File: config.mk
export PLATFORM = sky130hd
export DESIGN_NAME = upgrade_spawner
export DESIGN_NICKNAME = d
export VERILOG_FILES = /design/src/rtl/upgrade_pkg.sv /design/src/rtl/upgrade_lfsr16.sv /design/src/rtl/upgrade_spawner.sv
export SDC_FILE = /design/constraint.sdc
export NUM_CORES = 1
export LEC_CHECK = 0
export CAP_MARGIN = 20
export CORE_ASPECT_RATIO = 2
export CORE_MARGIN = 5
export CORE_UTILIZATION = 51
export DETAILED_ROUTE_END_ITERATION = 10
export GPL_TIMING_DRIVEN = 0
export PLACE_DENSITY = 0.85
export SLEW_MARGIN = 20
export SYNTH_ARGS = -nofsm -noshare
export SYNTH_HDL_FRONTEND = slang
export SYNTH_SLANG_ARGS = --single-unit
File: constraint.sdc
create_clock -name frame_clk -period 3.6 [get_ports frame_clk]
set_clock_uncertainty 0.15 [all_clocks]
set_input_delay 0.36 -clock frame_clk [delete_from_list [all_inputs] [get_ports frame_clk]]
set_output_delay 0.36 -clock frame_clk [all_outputs]
set_load 0.01 [all_outputs]
File: src/rtl/upgrade_pkg.sv
// rtl/upgrade_pkg.sv - shared types and constants for the armor pickup spawner
package upgrade_pkg;

    typedef enum logic [1:0] {
        WAIT      = 2'd0,
        PICK      = 2'd1,
        ACTIVE    = 2'd2,
        COLLECTED = 2'd3
    } spawn_state_t;

    // Off-screen coordinate: keeps the consumer's collision test from ever matching.
    localparam logic [9:0]  PARK_X    = 10'd1000;
    localparam logic [9:0]  PARK_Y    = 10'd1000;
    localparam logic [15:0] LFSR_TAPS = 16'hB400;

    // Unsigned distance, larger minus smaller, so no sign bit is needed.
    function automatic logic [9:0] abs_diff(input logic [9:0] a, input logic [9:0] b);
        return (a > b) ? (a - b) : (b - a);
    endfunction

endpackage

File: src/rtl/upgrade_lfsr16.sv
// rtl/upgrade_lfsr16.sv - free-running 16-bit Galois LFSR for pickup placement
//
// Ports:
//   frame_clk  in   frame clock, advances the register every edge
//   Reset      in   asynchronous active-high reset, loads seed
//   seed       in   16-bit reload value (must be non-zero)
//   state      out  current LFSR contents
module upgrade_lfsr16
    import upgrade_pkg::*;
(
    input  logic        frame_clk,
    input  logic        Reset,
    input  logic [15:0] seed,
    output logic [15:0] state
);

    logic [15:0] state_q;
    logic [15:0] state_d;

    // Right-shifting Galois form: the bit shifted out folds back through the taps.
    always_comb begin
        state_d = state_q >> 1;
        if (state_q[0]) begin
            state_d = state_d ^ LFSR_TAPS;
        end
    end

    always_ff @(posedge frame_clk or posedge Reset) begin
        if (Reset) begin
            state_q <= seed;
        end else begin
            state_q <= state_d;
        end
    end

    assign state = state_q;

endmodule

File: src/rtl/upgrade_spawner.sv
// rtl/upgrade_spawner.sv - timed, player-avoiding spawner for the armor pickup
//
// Optional feature macro: UPGRADE_RESPAWN_EN (re-arm after RESPAWN_DELAY frames).
//
// Ports:
//   frame_clk        in   frame clock
//   Reset            in   asynchronous active-high reset
//   BallX, BallY     in   player 1 centre (read only while picking)
//   Ball2X, Ball2Y   in   player 2 centre (read only while picking)
//   was_collected    in   pickup collected, from the armor block
//   UpgradeX/Y       out  pickup centre, parked at 1000 when not live
//   Upgrade_Size     out  constant pickup half-size
//   upgrade_visible  out  high exactly while the pickup is live
//   armor_clear      out  one-frame pulse when the pickup re-arms
//   spawn_count      out  spawns so far, saturating at 15
module upgrade_spawner
    import upgrade_pkg::*;
#(
    parameter int          SPAWN_DELAY   = 120,
    parameter int          X_MIN         = 40,
    parameter int          X_MAX         = 600,
    parameter int          Y_MIN         = 40,
    parameter int          Y_MAX         = 440,
    parameter int          UPGRADE_SIZE  = 4,
    parameter int          MIN_DIST      = 48,
    parameter int          MAX_TRIES     = 8,
`ifdef UPGRADE_RESPAWN_EN
    parameter int          RESPAWN_DELAY = 300,
`endif
    parameter logic [15:0] LFSR_SEED     = 16'hACE1
) (
    input  logic        frame_clk,
    input  logic        Reset,
    input  logic [9:0]  BallX,
    input  logic [9:0]  BallY,
    input  logic [9:0]  Ball2X,
    input  logic [9:0]  Ball2Y,
    input  logic        was_collected,
    output logic [9:0]  UpgradeX,
    output logic [9:0]  UpgradeY,
    output logic [9:0]  Upgrade_Size,
    output logic        upgrade_visible,
    output logic        armor_clear,
    output logic [3:0]  spawn_count
);

    localparam logic [9:0]  XMIN_V     = 10'(X_MIN);
    localparam logic [9:0]  XMAX_V     = 10'(X_MAX);
    localparam logic [9:0]  YMIN_V     = 10'(Y_MIN);
    localparam logic [9:0]  YMAX_V     = 10'(Y_MAX);
    localparam logic [9:0]  DIST_V     = 10'(MIN_DIST);
    localparam logic [9:0]  FALLBACK_X = 10'((X_MIN + X_MAX) / 2);
    localparam logic [9:0]  FALLBACK_Y = 10'((Y_MIN + Y_MAX) / 2);
    localparam logic [15:0] SPAWN_LAST = 16'(SPAWN_DELAY - 1);
    localparam logic [7:0]  TRIES_LAST = 8'(MAX_TRIES - 1);
`ifdef UPGRADE_RESPAWN_EN
    localparam logic [15:0] RESP_LAST  = 16'(RESPAWN_DELAY - 1);
`endif

    spawn_state_t state_q, state_d;
    logic [15:0]  cnt_q, cnt_d;
    logic [7:0]   tries_q, tries_d;
    logic [9:0]   x_q, x_d;
    logic [9:0]   y_q, y_d;
    logic         vis_q, vis_d;
    logic [3:0]   spawn_q, spawn_d;
    logic         clr_d;

    logic [15:0]  lfsr_state;
    logic [9:0]   cx, cy;
    logic         in_range, near_p1, near_p2, accept;

    upgrade_lfsr16 u_lfsr (
        .frame_clk (frame_clk),
        .Reset     (Reset),
        .seed      (LFSR_SEED),
        .state     (lfsr_state)
    );

    assign cx = lfsr_state[9:0];
    assign cy = {1'b0, lfsr_state[15:7]};

    always_comb begin
        in_range = (cx >= XMIN_V) && (cx <= XMAX_V) && (cy >= YMIN_V) && (cy <= YMAX_V);
        // A player blocks the candidate only when it is close on both axes.
        near_p1  = (abs_diff(cx, BallX)  < DIST_V) && (abs_diff(cy, BallY)  < DIST_V);
        near_p2  = (abs_diff(cx, Ball2X) < DIST_V) && (abs_diff(cy, Ball2Y) < DIST_V);
        accept   = in_range && !near_p1 && !near_p2;
    end

    always_comb begin
        state_d = state_q;
        cnt_d   = cnt_q;
        tries_d = tries_q;
        x_d     = x_q;
        y_d     = y_q;
        spawn_d = spawn_q;
        clr_d   = 1'b0;
        unique case (state_q)
            WAIT: begin
                if (cnt_q == SPAWN_LAST) begin
                    state_d = PICK;
                    cnt_d   = '0;
                    tries_d = '0;
                end else begin
                    cnt_d = cnt_q + 16'd1;
                end
            end
            PICK: begin
                if (accept || (tries_q == TRIES_LAST)) begin
                    x_d     = accept ? cx : FALLBACK_X;
                    y_d     = accept ? cy : FALLBACK_Y;
                    state_d = ACTIVE;
                    if (spawn_q != 4'hF) begin
                        spawn_d = spawn_q + 4'd1;
                    end
                end else begin
                    tries_d = tries_q + 8'd1;
                end
            end
            ACTIVE: begin
                if (was_collected) begin
                    state_d = COLLECTED;
                    x_d     = PARK_X;
                    y_d     = PARK_Y;
                end
            end
            COLLECTED: begin
`ifdef UPGRADE_RESPAWN_EN
                if (cnt_q == RESP_LAST) begin
                    clr_d   = 1'b1;
                    cnt_d   = '0;
                    state_d = WAIT;
                end else begin
                    cnt_d = cnt_q + 16'd1;
                end
`endif
            end
        endcase
        vis_d = (state_d == ACTIVE);
    end

    always_ff @(posedge frame_clk or posedge Reset) begin
        if (Reset) begin
            state_q <= WAIT;
            cnt_q   <= '0;
            tries_q <= '0;
            x_q     <= PARK_X;
            y_q     <= PARK_Y;
            vis_q   <= 1'b0;
            spawn_q <= '0;
        end else begin
            state_q <= state_d;
            cnt_q   <= cnt_d;
            tries_q <= tries_d;
            x_q     <= x_d;
            y_q     <= y_d;
            vis_q   <= vis_d;
            spawn_q <= spawn_d;
        end
    end

`ifdef UPGRADE_RESPAWN_EN
    logic clr_q;
    always_ff @(posedge frame_clk or posedge Reset) begin
        if (Reset) begin
            clr_q <= 1'b0;
        end else begin
            clr_q <= clr_d;
        end
    end
    assign armor_clear = clr_q;
`else
    logic unused_clr;
    assign unused_clr  = clr_d;
    assign armor_clear = 1'b0;
`endif

    assign UpgradeX        = x_q;
    assign UpgradeY        = y_q;
    assign Upgrade_Size    = 10'(UPGRADE_SIZE);
    assign upgrade_visible = vis_q;
    assign spawn_count     = spawn_q;

endmodule

==> reports/metrics.yaml, run 1 <==
worst_setup_path:
  cp_slowest_cell: "or4_4"
  reg2reg_depth: 14
  worstPathRequired_ns: 3.73
  cp.arrival_ns: 4.12
  critPathMaxFanout: 10
  worst_path_most_repeated_cell: "buf_4"
  cp_slowest_stage_delay_ns: 0.57
  path_cells: "ha_4 -> nand4_1 -> nor4b_4 -> buf_4 -> a21oi_4 -> a2bb2oi_2 -> xnor2_1 -> a31o_2 -> or4_4 -> nor4_4 -> nor2_2 -> o21ai_1 -> buf_4 -> a32o_1"
  cp-start-kind: "flip-flop"
  cp.depth: 14
  crit_family: "simple AND/OR/NAND/NOR gates"
  path_class: "reg -> reg"
  critPathBufInv: 2
  cp-end-kind: "flip-flop"
worst_hold_path:
  hp-class: "in -> async"
yosys:
  avgSynthCellArea_um2: 8.85
  synth_xor_area_frac: 0.0564
  synth.most_common_cell: "ha_1"
  syn-cell-area_um2: 5750
  synth-main-ff-cell: "dfrtp_1"
  ys_types: 71
  synth_simple_gate_area_frac: 0.168
  ys_warn_count: 0
  synth_fa_ha_area_frac: 0.168
  synth_top_family_by_area: "compound AO/OA/AOI/OAI gates"
  synth_edf_count: 0
  synth_common_cells: "ha_1, inv_1, dfrtp_1"
  ys_async_sr_fraction: 1.00
  synth_area_leader_cell: "dfrtp_1"
  synthTopCellsByArea: "dfrtp_1, ha_1, dfstp_2"
  synth_mux_area_frac: 0.0398
  synthCells: 650
  synth_compound_area_frac: 0.199
  netlist.area_leader.share: 0.205
  ys_seq_area_frac: 0.296
  synth-seq-cells: 67
timing:
  grt_setup_unrepaired: "yes"
  finalHoldViolCount: 0
  worst_slack_ns: -0.383
  worst-slew-pin-transition_ns: 0.777
  max_clock_freq_mhz: 251
  period_share: 1.11
  finalSetupViolCount: 35
  final_max_slew_viol_count: 0
  tns_ns: -11.34
  slew_headroom: 0.479
  post-route-min-period_ns: 3.98
floorplanning:
  die_w_um: 85.1
  fp-row-count: 55
  fp.dieH_um: 160
  ioPinCount: 79
  die_area_um2: 13600
  coreArea_um2: 11200
  initial_core_util: 0.513
clock_network:
  clkLatencyLatePin_ns: 0.35
  cts_htree_levels: 3
  cts_tree: "built"
  cts-root-buf: "clkbuf_16"
  cts_made_buffers: 9
  cts_sinks: 67
  cts_buffer_depth: 2
  clk_pin_slew_ns: 0.06
final_layout:
  diodes: 0
  fill_cells: 714
  nets: 901
  layout-drive-gt1-share: 0.240
  fin_area_um2: 7840
  area_delta_synth_final_pct: 36.4
global_routing:
  grt_pass1_wl_um: 29600
  grt_pass1_vias: 6080
  grt_max_degree: 63
  gr-total-overflow: 0
  grt_usage: 0.270
  antenna_found_initial: 0
drt:
  drc_errors: 0
  num_vias: 5854
  wire_per_inst_um: 21.2
  ant_nets: 0
  routed_wl_um: 19700
  drt_iter0_markers: 438
  firstDrtPassIters: 5
  viasPerCell: 6.31
place:
  io_buffers: 67
  post_dp_cell_area_um2: 6730
  globalplace.congestion: 0.902
  dp_hpwl_um: 12200
power:
  vdd_drop_max_mv: 0.513
  power_density_nw_per_um2: 292
  cellLeakagePower_nw: 3.61
run_status:
  status: "finished, violations left"
  violations: "negative setup slack"
job:
  drv_cap: 0
==> per-layer routing <==
layer,track usage,routed length [µm],vias up
li1,-,-,2566
met1,0.265,6400,2781
met2,0.480,10000,365
met3,0.0527,1480,142
met4,0.206,1760,0
met5,0,0,-
==> logic make-up after synthesis <==
kind of cell,Yosys count
AND/OR/NAND/NOR,181
buffers and inverters,93
XOR/XNOR,37
multiplexers,22
other,2
AO/OA/AOI/OAI,171
adder cells (fa/ha/maj),77
flip-flops,67
==> where the power goes <==
part	switching, W	total, W	internal, W
logic	0.000308	0.000564	0.000256
clock network	0.000349	0.000833	0.000484
registers	0.0000739	0.000894	0.000820
==> state kept, by name, indices dropped and copies added (netlist names) <==
register / cells
cnt_q: 16
u_lfsr.state: 16
UpgradeY: 10
tries_q: 8
UpgradeX: 10
spawn_count: 4
upgrade_visible: 1
state_q: 2
==> metrics by stage <==
step / util / power, W / worst slack (ns) / hold slack (ns) / cells
after floorplan: - / 0.00118 / -0.0972 / 0.221 / 659
after global placement: 0.598 / 0.00132 / -1.13 / 0.235 / 868
after detailed placement: 0.600 / 0.00135 / -1.25 / 0.235 / 869
after CTS: 0.679 / 0.00219 / -0.317 / 0.133 / 919
after global routing: 0.699 / 0.00237 / -0.490 / 0.121 / 928
final: 0.699 / 0.00229 / -0.383 / 0.108 / 928
==> layout by cell type, fill, tap and decap left out, types with 6 or more instances in the layout <==
master           Yosys  layout
dfrtp_2              0       7
a21oi_2              0       6
clkbuf_1            10       7
a22o_1               6       6
dfstp_2             20      20
inv_1               66      59
nand3_1              7       7
xnor2_1             21      20
a21o_1               8       8
nand4_1             14      14
dlygate4sd2_1        0       8
dfrtp_1             47      40
nor3_1              11       9
a21oi_1             39      32
buf_6                2      11
xor2_1              16      14
o211ai_1             8       8
buf_4               11      47
ha_4                 0      16
nand2b_1            19      18
o21ai_0             39      30
mux2i_1             15      14
nand2_1             44      44
nor2_1              38      37
clkdlybuf4s50_1      0      52
conb_1               2      11
o21ai_1              2       7
o21a_1               8       7
dlymetal6s2s_1       0       7
and3_1               7       7
ha_1                77      59
a32o_1               7       7
nor2b_1              8       8
clkbuf_16            0       9
==> cell type report <==
class | instances | area [µm²] | share of cell area
clock buffer | 12 | 246 | 0.0314
multi-input combinational | 499 | 4150 | 0.529
timing repair buffer | 113 | 1100 | 0.140
inverter | 66 | 254 | 0.0324
buffer | 25 | 180 | 0.0230
sequential | 67 | 1710 | 0.218
clock inverter | 4 | 27.5 | 0.00351
tap | 142 | 178 | 0.0227
==> final timing paths <==
kind | to | from | slack, ns
max in group asynchronous | UpgradeX[5] | Reset | 2.64
worst min-delay path | spawn_count[2] | Reset | 0.11
worst max-delay path | UpgradeX[1] | u_lfsr.state[12] | -0.38
worst max register to register | UpgradeX[1] | u_lfsr.state[12] | -0.38
worst min register to register | u_lfsr.state[5] | u_lfsr.state[6] | 0.28
min in group frame_clk | u_lfsr.state[5] | u_lfsr.state[6] | 0.28
==> what timing repair did <==
item | CTS | global route
pin swaps | 31 | 23
endpoints found under the setup margin | 35 | 35
gates cloned | 2 | 0
buffers inserted | 33 | 10
gates resized for setup | 80 | 42
hold buffers | 0 | 0
Note: power is estimated with default switching activity, not from simulation.
==> run 2, diff against run 1 <==
CTS_CLUSTER_DIAMETER = 40   (was not set)
==> results of run 2 <==
The final DEF is identical to that of run 1; final timing and power are the same.
==> run 3, diff against run 2 <==
MAX_ROUTING_LAYER = met4   (was not set)
clock period = 3.5 ns   (was 3.6 ns; I/O delays follow)
==> reports/metrics.yaml, run 3 (synthesis gave the netlist of run 1 again) <==
final_layout:
  layout_commonest_cell: "inv_1"
  diodes: 0  # unchanged
  mostFrequentLayoutCells: "inv_1, clkdlybuf4s50_1, ha_1, nand2_1, buf_4"  # was inv_1, ha_1, clkdlybuf4s50_1, buf_4, nand2_1
  nets: 895  # was 901
  layoutNonFillerInstCount: 922  # was 928
  layout-drive-gt1-share: 0.227  # was 0.240
  area_delta_synth_final_pct: 34.3  # was 36.4%
  fill_cells: 756  # was 714
  fin_util: 0.689  # was 0.699
  fin_area_um2: 7720  # was 7840 µm²
floorplanning:
  coreArea_um2: 11200  # unchanged
  ioPinCount: 79  # unchanged
  initial_core_util: 0.513  # unchanged
  fp.dieH_um: 160  # unchanged
  fp-row-count: 55  # unchanged
  die_w_um: 85.1  # unchanged
  die_area_um2: 13600  # unchanged
clock_network:
  cts-root-buf: "clkbuf_16"  # unchanged
  cts_sinks: 67  # unchanged
  cts_made_buffers: 9  # unchanged
  clkLatencyLatePin_ns: 0.34  # was 0.35 ns
  cts_buffer_depth: 2  # unchanged
  cts_htree_levels: 3  # unchanged
  postCtsHoldBufs: 0  # unchanged
  clk_pin_slew_ns: 0.06  # about the same
  cts_tree: "built"  # unchanged
job:
  drv_cap: 0  # unchanged
power:
  vdd_drop_max_mv: 0.646  # was 0.513 mV
  cellLeakagePower_nw: 3.52  # was 3.61 nW
  power_density_nw_per_um2: 302  # was 292 nW/µm²
global_routing:
  grt_pass1_vias: 5907  # was 6080
  gr-total-overflow: 0  # unchanged
  grt_usage: 0.265  # was 0.270
  grt_max_degree: 63  # unchanged
  grt_pass1_wl_um: 28700  # was 29600 µm
  antenna_found_initial: 0  # unchanged
timing:
  slew_headroom: 0.461  # was 0.479
  final_max_slew_viol_count: 0  # unchanged
  grt_setup_unrepaired: "yes"  # unchanged
  period_share: 1.17
  finalHoldViolCount: 0  # unchanged
  worst-slew-pin-transition_ns: 0.805  # was 0.777 ns
  max_clock_freq_mhz: 245
  tns_ns: -16.14  # was -11.34 ns
  post-route-min-period_ns: 4.09
  finalSetupViolCount: 35  # unchanged
  worst_slack_ns: -0.587  # was -0.383 ns
drt:
  wire_per_inst_um: 20.5  # was 21.2 µm
  drc_errors: 0  # unchanged
  drt_iter0_markers: 482  # was 438
  ant_nets: 0  # unchanged
  routed_wl_um: 18900  # was 19700 µm
  viasPerCell: 6.25  # was 6.31
  num_vias: 5766  # was 5854
  firstDrtPassIters: 6  # was 5
worst_setup_path:
  path_class: "in -> reg"  # was reg -> reg
  cp_slowest_stage_delay_ns: 0.52  # was 0.57 ns
  worstPathRequired_ns: 3.56  # was 3.73 ns
  cp-end-kind: "flip-flop"  # unchanged
  path_cells: "clkdlybuf4s50_1 -> inv_1 -> ha_4 -> nand4_1 -> nor4b_4 -> buf_4 -> a21oi_4 -> a2bb2oi_2 -> xnor2_1 -> a31o_2 -> or4_4 -> nor4_4 -> nor2_2 -> buf_6 -> o211ai_1 -> mux2_1"  # was ha_4 -> nand4_1 -> nor4b_4 -> buf_4 -> a21oi_4 -> a2bb2oi_2 -> xnor2_1 -> a31o_2 -> or4_4 -> nor4_4 -> nor2_2 -> o21ai_1 -> buf_4 -> a32o_1
  critPathMaxFanout: 6  # was 10
  cp_slowest_cell: "clkdlybuf4s50_1"  # was or4_4
  cp.arrival_ns: 4.15  # was 4.12 ns
  cp-start-kind: "primary input"  # was flip-flop
run_status:
  status: "finished, violations left"  # unchanged
  violations: "negative setup slack"  # unchanged
place:
  io_buffers: 67  # unchanged
  dp_cells: 869  # unchanged
  dp_hpwl_um: 12200  # about the same
  globalplace.congestion: 0.922  # was 0.902
  post_dp_cell_area_um2: 6740  # was 6730 µm²
worst_hold_path:
  hp-class: "in -> async"  # unchanged
run 3: metrics by stage:
stage               total power, W  hold WS, ns  setup WS [ns]
detailed placement         0.00139        0.236          -1.40
CTS                        0.00225        0.101         -0.476
floorplan                  0.00121        0.221         -0.197
global placement           0.00136        0.236          -1.25
global route               0.00243        0.117         -0.715
finish                     0.00233        0.102         -0.587
run 3: repair_timing:
action	4_1_cts	5_1_grt
buffers inserted	28	9
endpoints found under the hold margin	0	0
gates resized for setup	62	35
endpoints found under the setup margin	35	35
pin swaps	26	21
gates cloned	1	1
run 3: routing by layer:
metal	track usage	share of wire	vias to the layer above
li1	-	-	2561
met1	0.262	0.34	2740
met2	0.462	0.51	325
met3	0.0501	0.061	140
met4	0.169	0.089	0
met5	-	0	-
run 3: path summary, 6_finish.rpt:
kind,start,end,slack (ns),cells past startpoint
setup reg to reg,u_lfsr.state[7],spawn_count[2],-0.58,15
max in group asynchronous,Reset,UpgradeX[3],2.55,3
setup / recovery,Ball2Y[1],spawn_count[2],-0.59,16
hold / removal,Reset,spawn_count[2],0.10,2
min in group frame_clk,u_lfsr.state[6],u_lfsr.state[5],0.28,0
hold reg to reg,u_lfsr.state[6],u_lfsr.state[5],0.28,0
run 3: worst max-delay path, delay by kind of cell:
| kind | cells | cell delay [ns] |
|---|---|---|
| xor+xnor | 1 | 0.09 |
| fa+ha+maj | 1 | 0.27 |
| compound gates | 4 | 0.65 |
| mux | 1 | 0.36 |
| simple gates | 5 | 1.47 |
| buf+inv | 4 | 0.95 |
run 3: layout make-up:
class	count	area [µm²]	share of cell area
clock inverter	7	51.3	0.00664
inverter	66	250	0.0324
tap	142	178	0.0230
clock buffer	9	225	0.0292
multi-input combinational	499	4110	0.532
timing repair buffer	107	1010	0.131
buffer	25	188	0.0243
sequential	67	1710	0.221
run 3: report_power, final:
part / switching (W) / internal [W]
logic: 0.000306 / 0.000260
clock network: 0.000363 / 0.000484
registers: 0.0000783 / 0.000843
